$ cat src/rtl/icetap_seq_capture_if.sv
// Bus interface for icetap_seq_capture.
// Groups the probe input, command pulses, trigger/store configuration,
// status outputs and the buffer readout port. The master side (host or
// bench) drives probes/commands/configuration and the read address; the
// slave side (the capture core) returns status and read data.
interface icetap_seq_capture_if #(
    parameter int NR_SIGNALS = 16,
    parameter int NR_STAGES  = 4,
    parameter int ADDR_W     = 8,
    parameter int CNT_W      = 16,
    parameter int SW         = (NR_STAGES > 1) ? $clog2(NR_STAGES) : 1
);
    logic [NR_SIGNALS-1:0]             signals_in;
    logic                              cmd_start;
    logic                              cmd_abort;
    logic [3*NR_SIGNALS-1:0]           store_cond;
    logic [3*NR_SIGNALS*NR_STAGES-1:0] trig_cond;
    logic [CNT_W*NR_STAGES-1:0]        trig_count;
    logic [SW-1:0]                     last_stage;
    logic [CNT_W-1:0]                  post_count;
    logic [1:0]                        state;
    logic [SW-1:0]                     stage;
    logic [ADDR_W-1:0]                 wr_addr;
    logic                              wrapped;
    logic [ADDR_W-1:0]                 trig_addr;
    logic                              done;
    logic [ADDR_W-1:0]                 rd_addr;
    logic [NR_SIGNALS-1:0]             rd_data;

    modport master (
        output signals_in, cmd_start, cmd_abort, store_cond, trig_cond,
               trig_count, last_stage, post_count, rd_addr,
        input  state, stage, wr_addr, wrapped, trig_addr, done, rd_data
    );

    modport slave (
        input  signals_in, cmd_start, cmd_abort, store_cond, trig_cond,
               trig_count, last_stage, post_count, rd_addr,
        output state, stage, wr_addr, wrapped, trig_addr, done, rd_data
    );
endinterface

$ cat src/rtl/icetap_seq_capture.sv
// Multi-stage triggered logic-analyser capture core.
// A sequencer walks through NR_STAGES trigger conditions; each stage must
// match trig_count times before advancing. Completing the last stage is the
// trigger: that sample is always stored and post_count further qualified
// samples are captured into a circular buffer before the core goes DONE.
// Ports:
//   clk    - capture clock, all logic on its rising edge
//   reset_ - asynchronous active-low reset
//   bus    - slave side of icetap_seq_capture_if (probes, commands,
//            configuration, status and buffer readout)
module icetap_seq_capture #(
    parameter int NR_SIGNALS = 16,
    parameter int NR_STAGES  = 4,
    parameter int ADDR_W     = 8,
    parameter int CNT_W      = 16,
    parameter int SW         = (NR_STAGES > 1) ? $clog2(NR_STAGES) : 1
) (
    input  logic                 clk,
    input  logic                 reset_,
    icetap_seq_capture_if.slave  bus
);
    localparam int DEPTH = 1 << ADDR_W;
    localparam int CW3   = 3 * NR_SIGNALS;

    typedef enum logic [1:0] {
        ST_IDLE  = 2'd0,
        ST_ARMED = 2'd1,
        ST_POST  = 2'd2,
        ST_DONE  = 2'd3
    } state_t;

    // Per-signal condition code evaluation; edge codes need a valid prior sample.
    function automatic logic bit_match(input logic [2:0] code, input logic cur,
                                       input logic prv, input logic edge_ok);
        logic m;
        case (code)
            3'd1:    m = cur;
            3'd2:    m = ~cur;
            3'd3:    m = edge_ok & cur & ~prv;
            3'd4:    m = edge_ok & ~cur & prv;
            3'd5:    m = edge_ok & (cur ^ prv);
            default: m = 1'b1;
        endcase
        return m;
    endfunction

    // Whole-vector match: every signal's condition must hold.
    function automatic logic vec_match(input logic [CW3-1:0] cond,
                                       input logic [NR_SIGNALS-1:0] cur,
                                       input logic [NR_SIGNALS-1:0] prv,
                                       input logic edge_ok);
        logic m;
        m = 1'b1;
        for (int i = 0; i < NR_SIGNALS; i++) begin
            m = m & bit_match(cond[3*i +: 3], cur[i], prv[i], edge_ok);
        end
        return m;
    endfunction

    state_t                r_state;
    logic [SW-1:0]         r_stage;
    logic [ADDR_W-1:0]     r_wr_addr;
    logic                  r_wrapped;
    logic [ADDR_W-1:0]     r_trig_addr;
    logic                  r_done;
    logic [CNT_W-1:0]      r_occ_cnt;
    logic [CNT_W-1:0]      r_post_cnt;
    logic [NR_SIGNALS-1:0] r_prev;
    logic                  r_prev_valid;
    logic [NR_SIGNALS-1:0] r_mem [DEPTH];
    logic [NR_SIGNALS-1:0] r_rd_data;

    state_t                w_state_nxt;
    logic [SW-1:0]         w_stage_nxt;
    logic [ADDR_W-1:0]     w_wr_addr_nxt;
    logic                  w_wrapped_nxt;
    logic [ADDR_W-1:0]     w_trig_addr_nxt;
    logic [CNT_W-1:0]      w_occ_nxt;
    logic [CNT_W-1:0]      w_post_nxt;
    logic                  w_prev_valid_nxt;
    logic                  w_wr_en;
    logic                  w_store_hit;
    logic                  w_trig_hit;
    logic [CW3-1:0]        w_stage_cond;
    logic [CNT_W-1:0]      w_stage_cnt;
    logic [CNT_W-1:0]      w_need;
    logic [CNT_W:0]        w_occ_inc;
    logic [SW-1:0]         w_eff_last;
    logic [CNT_W-1:0]      w_post_clamp;

    // Select the active stage's configuration and derive the compare operands.
    always_comb begin
        w_stage_cond = bus.trig_cond[CW3*int'(r_stage) +: CW3];
        w_stage_cnt  = bus.trig_count[CNT_W*int'(r_stage) +: CNT_W];
        // A programmed count of zero behaves like one.
        w_need       = (w_stage_cnt == {CNT_W{1'b0}}) ? CNT_W'(1) : w_stage_cnt;
        w_occ_inc    = {1'b0, r_occ_cnt} + (CNT_W+1)'(1);
        // Out-of-range last_stage collapses onto the highest real stage.
        w_eff_last   = (int'(bus.last_stage) >= NR_STAGES) ? SW'(NR_STAGES-1)
                                                           : bus.last_stage;
        // Post-trigger depth cannot exceed the buffer minus the trigger slot.
        w_post_clamp = (bus.post_count > CNT_W'(DEPTH-1)) ? CNT_W'(DEPTH-1)
                                                          : bus.post_count;
        w_store_hit  = vec_match(bus.store_cond, bus.signals_in, r_prev, r_prev_valid);
        w_trig_hit   = vec_match(w_stage_cond, bus.signals_in, r_prev, r_prev_valid);
    end

    // Next-state, sequencer and buffer write control.
    always_comb begin
        w_state_nxt      = r_state;
        w_stage_nxt      = r_stage;
        w_wr_addr_nxt    = r_wr_addr;
        w_wrapped_nxt    = r_wrapped;
        w_trig_addr_nxt  = r_trig_addr;
        w_occ_nxt        = r_occ_cnt;
        w_post_nxt       = r_post_cnt;
        w_prev_valid_nxt = r_prev_valid;
        w_wr_en          = 1'b0;

        if (bus.cmd_abort) begin
            w_state_nxt = ST_IDLE;
        end else if (bus.cmd_start) begin
            w_state_nxt      = ST_ARMED;
            w_wr_addr_nxt    = {ADDR_W{1'b0}};
            w_wrapped_nxt    = 1'b0;
            w_stage_nxt      = {SW{1'b0}};
            w_occ_nxt        = {CNT_W{1'b0}};
            w_prev_valid_nxt = 1'b0;
        end else begin
            w_prev_valid_nxt = 1'b1;
            case (r_state)
                ST_ARMED: begin
                    w_wr_en = w_store_hit;
                    if (w_trig_hit) begin
                        if (w_occ_inc >= {1'b0, w_need}) begin
                            if (r_stage == w_eff_last) begin
                                // Trigger sample is stored regardless of store_cond.
                                w_wr_en         = 1'b1;
                                w_trig_addr_nxt = r_wr_addr;
                                w_post_nxt      = w_post_clamp;
                                w_occ_nxt       = {CNT_W{1'b0}};
                                w_state_nxt     = (w_post_clamp == {CNT_W{1'b0}}) ? ST_DONE
                                                                                  : ST_POST;
                            end else begin
                                w_stage_nxt = r_stage + SW'(1);
                                w_occ_nxt   = {CNT_W{1'b0}};
                            end
                        end else begin
                            w_occ_nxt = w_occ_inc[CNT_W-1:0];
                        end
                    end else begin
                        w_occ_nxt = r_occ_cnt;
                    end
                end
                ST_POST: begin
                    if (w_store_hit) begin
                        w_wr_en    = 1'b1;
                        w_post_nxt = r_post_cnt - CNT_W'(1);
                        if (r_post_cnt == CNT_W'(1)) begin
                            w_state_nxt = ST_DONE;
                        end else begin
                            w_state_nxt = ST_POST;
                        end
                    end else begin
                        w_post_nxt = r_post_cnt;
                    end
                end
                default: begin
                    w_wr_en = 1'b0;
                end
            endcase
        end

        if (w_wr_en) begin
            w_wr_addr_nxt = r_wr_addr + ADDR_W'(1);
            if (r_wr_addr == {ADDR_W{1'b1}}) begin
                w_wrapped_nxt = 1'b1;
            end else begin
                w_wrapped_nxt = r_wrapped;
            end
        end else begin
            w_wr_addr_nxt = w_wr_addr_nxt;
        end
    end

    // Control and status registers.
    always_ff @(posedge clk or negedge reset_) begin
        if (!reset_) begin
            r_state      <= ST_IDLE;
            r_stage      <= {SW{1'b0}};
            r_wr_addr    <= {ADDR_W{1'b0}};
            r_wrapped    <= 1'b0;
            r_trig_addr  <= {ADDR_W{1'b0}};
            r_done       <= 1'b0;
            r_occ_cnt    <= {CNT_W{1'b0}};
            r_post_cnt   <= {CNT_W{1'b0}};
            r_prev       <= {NR_SIGNALS{1'b0}};
            r_prev_valid <= 1'b0;
        end else begin
            r_state      <= w_state_nxt;
            r_stage      <= w_stage_nxt;
            r_wr_addr    <= w_wr_addr_nxt;
            r_wrapped    <= w_wrapped_nxt;
            r_trig_addr  <= w_trig_addr_nxt;
            r_done       <= (w_state_nxt == ST_DONE);
            r_occ_cnt    <= w_occ_nxt;
            r_post_cnt   <= w_post_nxt;
            r_prev       <= bus.signals_in;
            r_prev_valid <= w_prev_valid_nxt;
        end
    end

    // Sample buffer and registered readout; read-before-write on a shared address.
    always_ff @(posedge clk) begin
        if (w_wr_en) begin
            r_mem[r_wr_addr] <= bus.signals_in;
        end
        r_rd_data <= r_mem[bus.rd_addr];
    end

    assign bus.state     = r_state;
    assign bus.stage     = r_stage;
    assign bus.wr_addr   = r_wr_addr;
    assign bus.wrapped   = r_wrapped;
    assign bus.trig_addr = r_trig_addr;
    assign bus.done      = r_done;
    assign bus.rd_data   = r_rd_data;
endmodule

$ cat src/flat_wrapper.sv
// flat-port wrapper written by rule: the top's interface ports become plain ports
module icetap_seq_capture_flat 
#(
    parameter int NR_SIGNALS = 16,
    parameter int NR_STAGES  = 4,
    parameter int ADDR_W     = 8,
    parameter int CNT_W      = 16,
    parameter int SW         = (NR_STAGES > 1) ? $clog2(NR_STAGES) : 1
)
  (clk, reset_, bus_signals_in, bus_cmd_start, bus_cmd_abort, bus_store_cond, bus_trig_cond, bus_trig_count, bus_last_stage, bus_post_count, bus_rd_addr, bus_state, bus_stage, bus_wr_addr, bus_wrapped, bus_trig_addr, bus_done, bus_rd_data);
  icetap_seq_capture_if #(.NR_SIGNALS(NR_SIGNALS), .NR_STAGES(NR_STAGES), .ADDR_W(ADDR_W), .CNT_W(CNT_W), .SW(SW)) bus_i ();
  input  logic clk;
  input  logic reset_;
  input wire logic [$bits(bus_i.signals_in)-1:0] bus_signals_in;
  input wire logic [$bits(bus_i.cmd_start)-1:0] bus_cmd_start;
  input wire logic [$bits(bus_i.cmd_abort)-1:0] bus_cmd_abort;
  input wire logic [$bits(bus_i.store_cond)-1:0] bus_store_cond;
  input wire logic [$bits(bus_i.trig_cond)-1:0] bus_trig_cond;
  input wire logic [$bits(bus_i.trig_count)-1:0] bus_trig_count;
  input wire logic [$bits(bus_i.last_stage)-1:0] bus_last_stage;
  input wire logic [$bits(bus_i.post_count)-1:0] bus_post_count;
  input wire logic [$bits(bus_i.rd_addr)-1:0] bus_rd_addr;
  output wire logic [$bits(bus_i.state)-1:0] bus_state;
  output wire logic [$bits(bus_i.stage)-1:0] bus_stage;
  output wire logic [$bits(bus_i.wr_addr)-1:0] bus_wr_addr;
  output wire logic [$bits(bus_i.wrapped)-1:0] bus_wrapped;
  output wire logic [$bits(bus_i.trig_addr)-1:0] bus_trig_addr;
  output wire logic [$bits(bus_i.done)-1:0] bus_done;
  output wire logic [$bits(bus_i.rd_data)-1:0] bus_rd_data;
  assign bus_i.signals_in = bus_signals_in;
  assign bus_i.cmd_start = bus_cmd_start;
  assign bus_i.cmd_abort = bus_cmd_abort;
  assign bus_i.store_cond = bus_store_cond;
  assign bus_i.trig_cond = bus_trig_cond;
  assign bus_i.trig_count = bus_trig_count;
  assign bus_i.last_stage = bus_last_stage;
  assign bus_i.post_count = bus_post_count;
  assign bus_i.rd_addr = bus_rd_addr;
  assign bus_state = bus_i.state;
  assign bus_stage = bus_i.stage;
  assign bus_wr_addr = bus_i.wr_addr;
  assign bus_wrapped = bus_i.wrapped;
  assign bus_trig_addr = bus_i.trig_addr;
  assign bus_done = bus_i.done;
  assign bus_rd_data = bus_i.rd_data;
  icetap_seq_capture #(.NR_SIGNALS(NR_SIGNALS), .NR_STAGES(NR_STAGES), .ADDR_W(ADDR_W), .CNT_W(CNT_W), .SW(SW)) u_core (.clk(clk), .reset_(reset_), .bus(bus_i));
endmodule
$ cat config.mk
export PLATFORM = sky130hd
export DESIGN_NAME = icetap_seq_capture_flat
export DESIGN_NICKNAME = d
export VERILOG_FILES = /design/src/rtl/icetap_seq_capture_if.sv /design/src/rtl/icetap_seq_capture.sv /design/src/flat_wrapper.sv
export SDC_FILE = /design/constraint.sdc
export NUM_CORES = 2
export LEC_CHECK = 0
export BUFFER_PORTS_ARGS = -buffer_cell sky130_fd_sc_hd__buf_4
export CAP_MARGIN = 20
export CORE_MARGIN = 2
export CORE_UTILIZATION = 45
export CTS_CLUSTER_DIAMETER = 40
export DETAILED_ROUTE_END_ITERATION = 8
export PLACE_DENSITY_LB_ADDON = 0.1
export SKIP_CTS_REPAIR_TIMING = 1
export SYNTH_ARGS = -nofsm -noshare
export SYNTH_HDL_FRONTEND = slang
export SYNTH_SLANG_ARGS = --single-unit
$ cat constraint.sdc
create_clock -name clk -period 5.4 [get_ports clk]
set_clock_uncertainty 0.05 [all_clocks]
set_input_delay 0.27 -clock clk [delete_from_list [all_inputs] [get_ports clk]]
set_output_delay 0.27 -clock clk [all_outputs]
set_load 0.05 [all_outputs]
==> impl_metrics.env <==
export IMPL_post_drt_wl_per_cell_um=34.7
export IMPL_yosysSeqAreaShare=0.763
export IMPL_power_frac_comb=0.053
export IMPL_fmax_mhz=203
export IMPL_post_dp_hpwl_um=301000
export IMPL_p_int_w=0.0610
export IMPL_regArea_um2=125000
export IMPL_startpoint_type="flop"
export IMPL_tightestPinTransition_ps=1160
export IMPL_grt_pass1_vias=80596
export IMPL_wl_met2_um=228000
export IMPL_yosys_top_cells_count="4096 x edfxtp_1, 1424 x mux4_2, 296 x nor2_1, 262 x clkbuf_1, 98 x nand2_1"
export IMPL_synthArstFlopShare=0.0170
export IMPL_die_area_um2=369000
export IMPL_port_buffers=387
export IMPL_finalSetupTns_ps=0
export IMPL_insertion_delay_ps=1000
export IMPL_cpLargestDelayFamily="simple AND/OR/NAND/NOR gates"
export IMPL_netlist_area_leader_share=0.750
export IMPL_p_sw_w=0.0170
export IMPL_yosys_warnings=0
export IMPL_fill_cells=26643
export IMPL_period_share=0.913
export IMPL_grt_total_usage=0.249
export IMPL_cts_made_buffers=569
export IMPL_critical_path_slowest_cell="or3_4"
export IMPL_min_path_type="input port to flop"
export IMPL_p_per_area_nw_per_um2=390
export IMPL_clock_path_buffers=4
export IMPL_cts_tree="built"
export IMPL_pwr_share_seq=0.457
export IMPL_drtIter0Drc=9037
export IMPL_stdcell_count=13331
export IMPL_finalSetupViolations=0
export IMPL_drt_pass1_iterations=6
export IMPL_pin_count=388
export IMPL_synth_area_um2=164000
export IMPL_rsz0062_at_grt="false"
export IMPL_yosysMostFrequentCell="edfxtp_1"
export IMPL_gp_congestion=0.907
export IMPL_end_kind="flop"
export IMPL_irDropWorstVdd_mv=0.311
export IMPL_final_area_um2=200000
export IMPL_crit_required_ps=6050
export IMPL_m1WireLength_um=189000
export IMPL_syn_inst=6918
export IMPL_routed_wl_um=463000
export IMPL_path_buf_inv=4
export IMPL_synth_edff_count=4096
export IMPL_antenna_found_initial=61
export IMPL_post_route_drc_count=0
export IMPL_path_cells="ha_1 > nand3_1 > nor2_1 > inv_1 > nor2_1 > nand3_1 > xnor2_1 > ha_1 > nand4_1 > nor4_1 > a211oi_1 > o211a_1 > a211oi_2 > a31oi_1 > or3_4 > buf_12 > buf_4 > nor2_4 > buf_12"
export IMPL_path_max_fanout=26
export IMPL_finalHoldViolCount=0
export IMPL_coreArea_um2=363000
export IMPL_routed_wl_met3_um=34000
export IMPL_fp_dieH_um=608
export IMPL_syn_num_nets=7294
export IMPL_ys_seq_elements=4183
export IMPL_finalMaxSlewViolations=0
export IMPL_synthFlopType="edfxtp_1"
export IMPL_vias=79863
export IMPL_die_x_um=608
export IMPL_cts_max_level=6
export IMPL_grt_pass1_wl_um=643000
export IMPL_start_util=0.452
export IMPL_syn_avg_cell_area_um2=23.7
export IMPL_drive_gt1_frac=0.415
export IMPL_synth_area_leaders="edfxtp_1 75%, mux4_2 20%, dfrtp_1 1.1%, nor2_1 0.68%, clkbuf_1 0.60%"
export IMPL_yosysTopAreaCell="edfxtp_1"
export IMPL_max_slew_margin=0.227
export IMPL_num_rows=221
export IMPL_cts_sinks=4183
export IMPL_avgViaCountPerCell=5.99
export IMPL_switching_share=0.218
export IMPL_grt_max_degree=143
export IMPL_crit_type="flop to flop"
export IMPL_placed_cells=12226
export IMPL_status="finished, final reports clean"
export IMPL_final_nets=8433
export IMPL_holdWs_ps=63.4
export IMPL_crit_arrival_ps=5580
export IMPL_ant_nets=0
export IMPL_cts_root_buf="clkbuf_16"
export IMPL_slowest_delay_ps=430
export IMPL_placedInstanceArea_um2=180000
export IMPL_grt_ovfl_total=0
export IMPL_top_layer="met5"
export IMPL_p_leak_nw=63.8
export IMPL_period_minus_slack_ps=4930
export IMPL_clk_pin_slew_ps=50
export IMPL_ys_types=68
export IMPL_area_growth_pct=22.1
export IMPL_multi_input_area_um2=38100
export IMPL_clkPwrFrac=0.490
export IMPL_cap_viol_max_count=0
-- per-stage QoR --
stage                     utilization  total power [W]  setup WS (ps)
after floorplan                     -           0.0382           -183
after global placement          0.497           0.0405            262
after detailed placement        0.497           0.0405            436
after CTS                       0.551           0.0787            416
after global routing            0.552           0.0801            113
final                           0.552           0.0781            470
-- worst register-to-register path: stages (launching register included) --
cell and delay [ps]:
dfrtp_1 420, ha_1 260, nand3_1 210, nor2_1 280, inv_1 100, nor2_1 250, nand3_1 180, xnor2_1 170
ha_1 300, nand4_1 140, nor4_1 200, a211oi_1 80, o211a_1 280, a211oi_2 240, a31oi_1 230, or3_4 430
buf_12 190, buf_4 350, nor2_4 120, buf_12 170
-- metal layers --
layer / vias to the layer above / track usage
li1: 32431 / -
met1: 43361 / 0.351
met2: 3470 / 0.405
met3: 577 / 0.0445
met4: 24 / 0.0624
met5: - / 0
-- cell type report --
type	instances	share of cell area
antenna	18	0.000225
timing repair buffer	950	0.0558
sequential	4183	0.625
clock buffer	632	0.0741
clock inverter	401	0.0238
multi-input combinational	2305	0.190
tap	4794	0.0300
inverter	48	0.000900
-- cells in the final DEF (no fill, tap or decap), types with 24 or more instances in the layout --
cell / count
edfxtp_1: 4096
mux4_2: 1424
clkbuf_16: 586
buf_4: 580
buf_12: 297
nor2_2: 174
nand2_1: 98
inv_6: 78
bufinv_16: 77
dfrtp_1: 69
clkinv_2: 68
nor2_1: 62
nor2_4: 60
clkinvlp_4: 59
dlygate4sd3_1: 51
inv_1: 46
clkbuf_1: 46
clkinv_1: 46
clkinv_4: 45
o21ai_0: 35
nor2b_1: 32
a21oi_1: 29
nor3_1: 26
ha_1: 26
nand3_1: 24
-- kinds of logic after synthesis --
group                      synth area share
buffers and inverters                0.0106
adders and majority gates           0.00198
and+or+nand+nor                      0.0178
muxes                                 0.198
AOI/OAI and AO/OA                   0.00814
DFF                                   0.763
xor gates and xnor gates           0.000854
-- sequential cells by signal (all words and copies together) (netlist names), 2 cells and up --
register,flops
u_core.bus.rd_data,16
u_core.bus.wr_addr,8
u_core.bus.trig_addr,8
u_core.bus.state,2
u_core.r_occ_cnt,16
u_core.r_prev,16
u_core.r_mem,4096
u_core.bus.stage,2
u_core.r_post_cnt,16
-- path summary, 6_finish.rpt --
kind | start | to | slack [ps] | depth (start not counted)
max in group asynchronous | reset_ | u_core.bus.stage[0] | 4230 | 4
max | u_core.r_occ_cnt[0] | u_core.r_mem[161][0] | 470 | 19
min | bus_last_stage[0] | u_core.bus.done | 60 | 7
min reg2reg | u_core.bus.wrapped | u_core.bus.wrapped | 450 | 2
min in group asynchronous | reset_ | u_core.bus.trig_addr[5] | 280 | 3
max reg2reg | u_core.r_occ_cnt[0] | u_core.r_mem[161][0] | 470 | 19
-- power by group through the flow --
stage | clock network (W) | logic, W | registers (W)
finish | 0.0383 | 0.00411 | 0.0357
global route | 0.0402 | 0.00426 | 0.0357
CTS | 0.0389 | 0.00414 | 0.0357
detailed placement | 0 | 0.00414 | 0.0364
global placement | 0 | 0.00410 | 0.0364
floorplan | 0 | 0.00177 | 0.0365
Note: power is estimated with default switching activity, not from simulation.
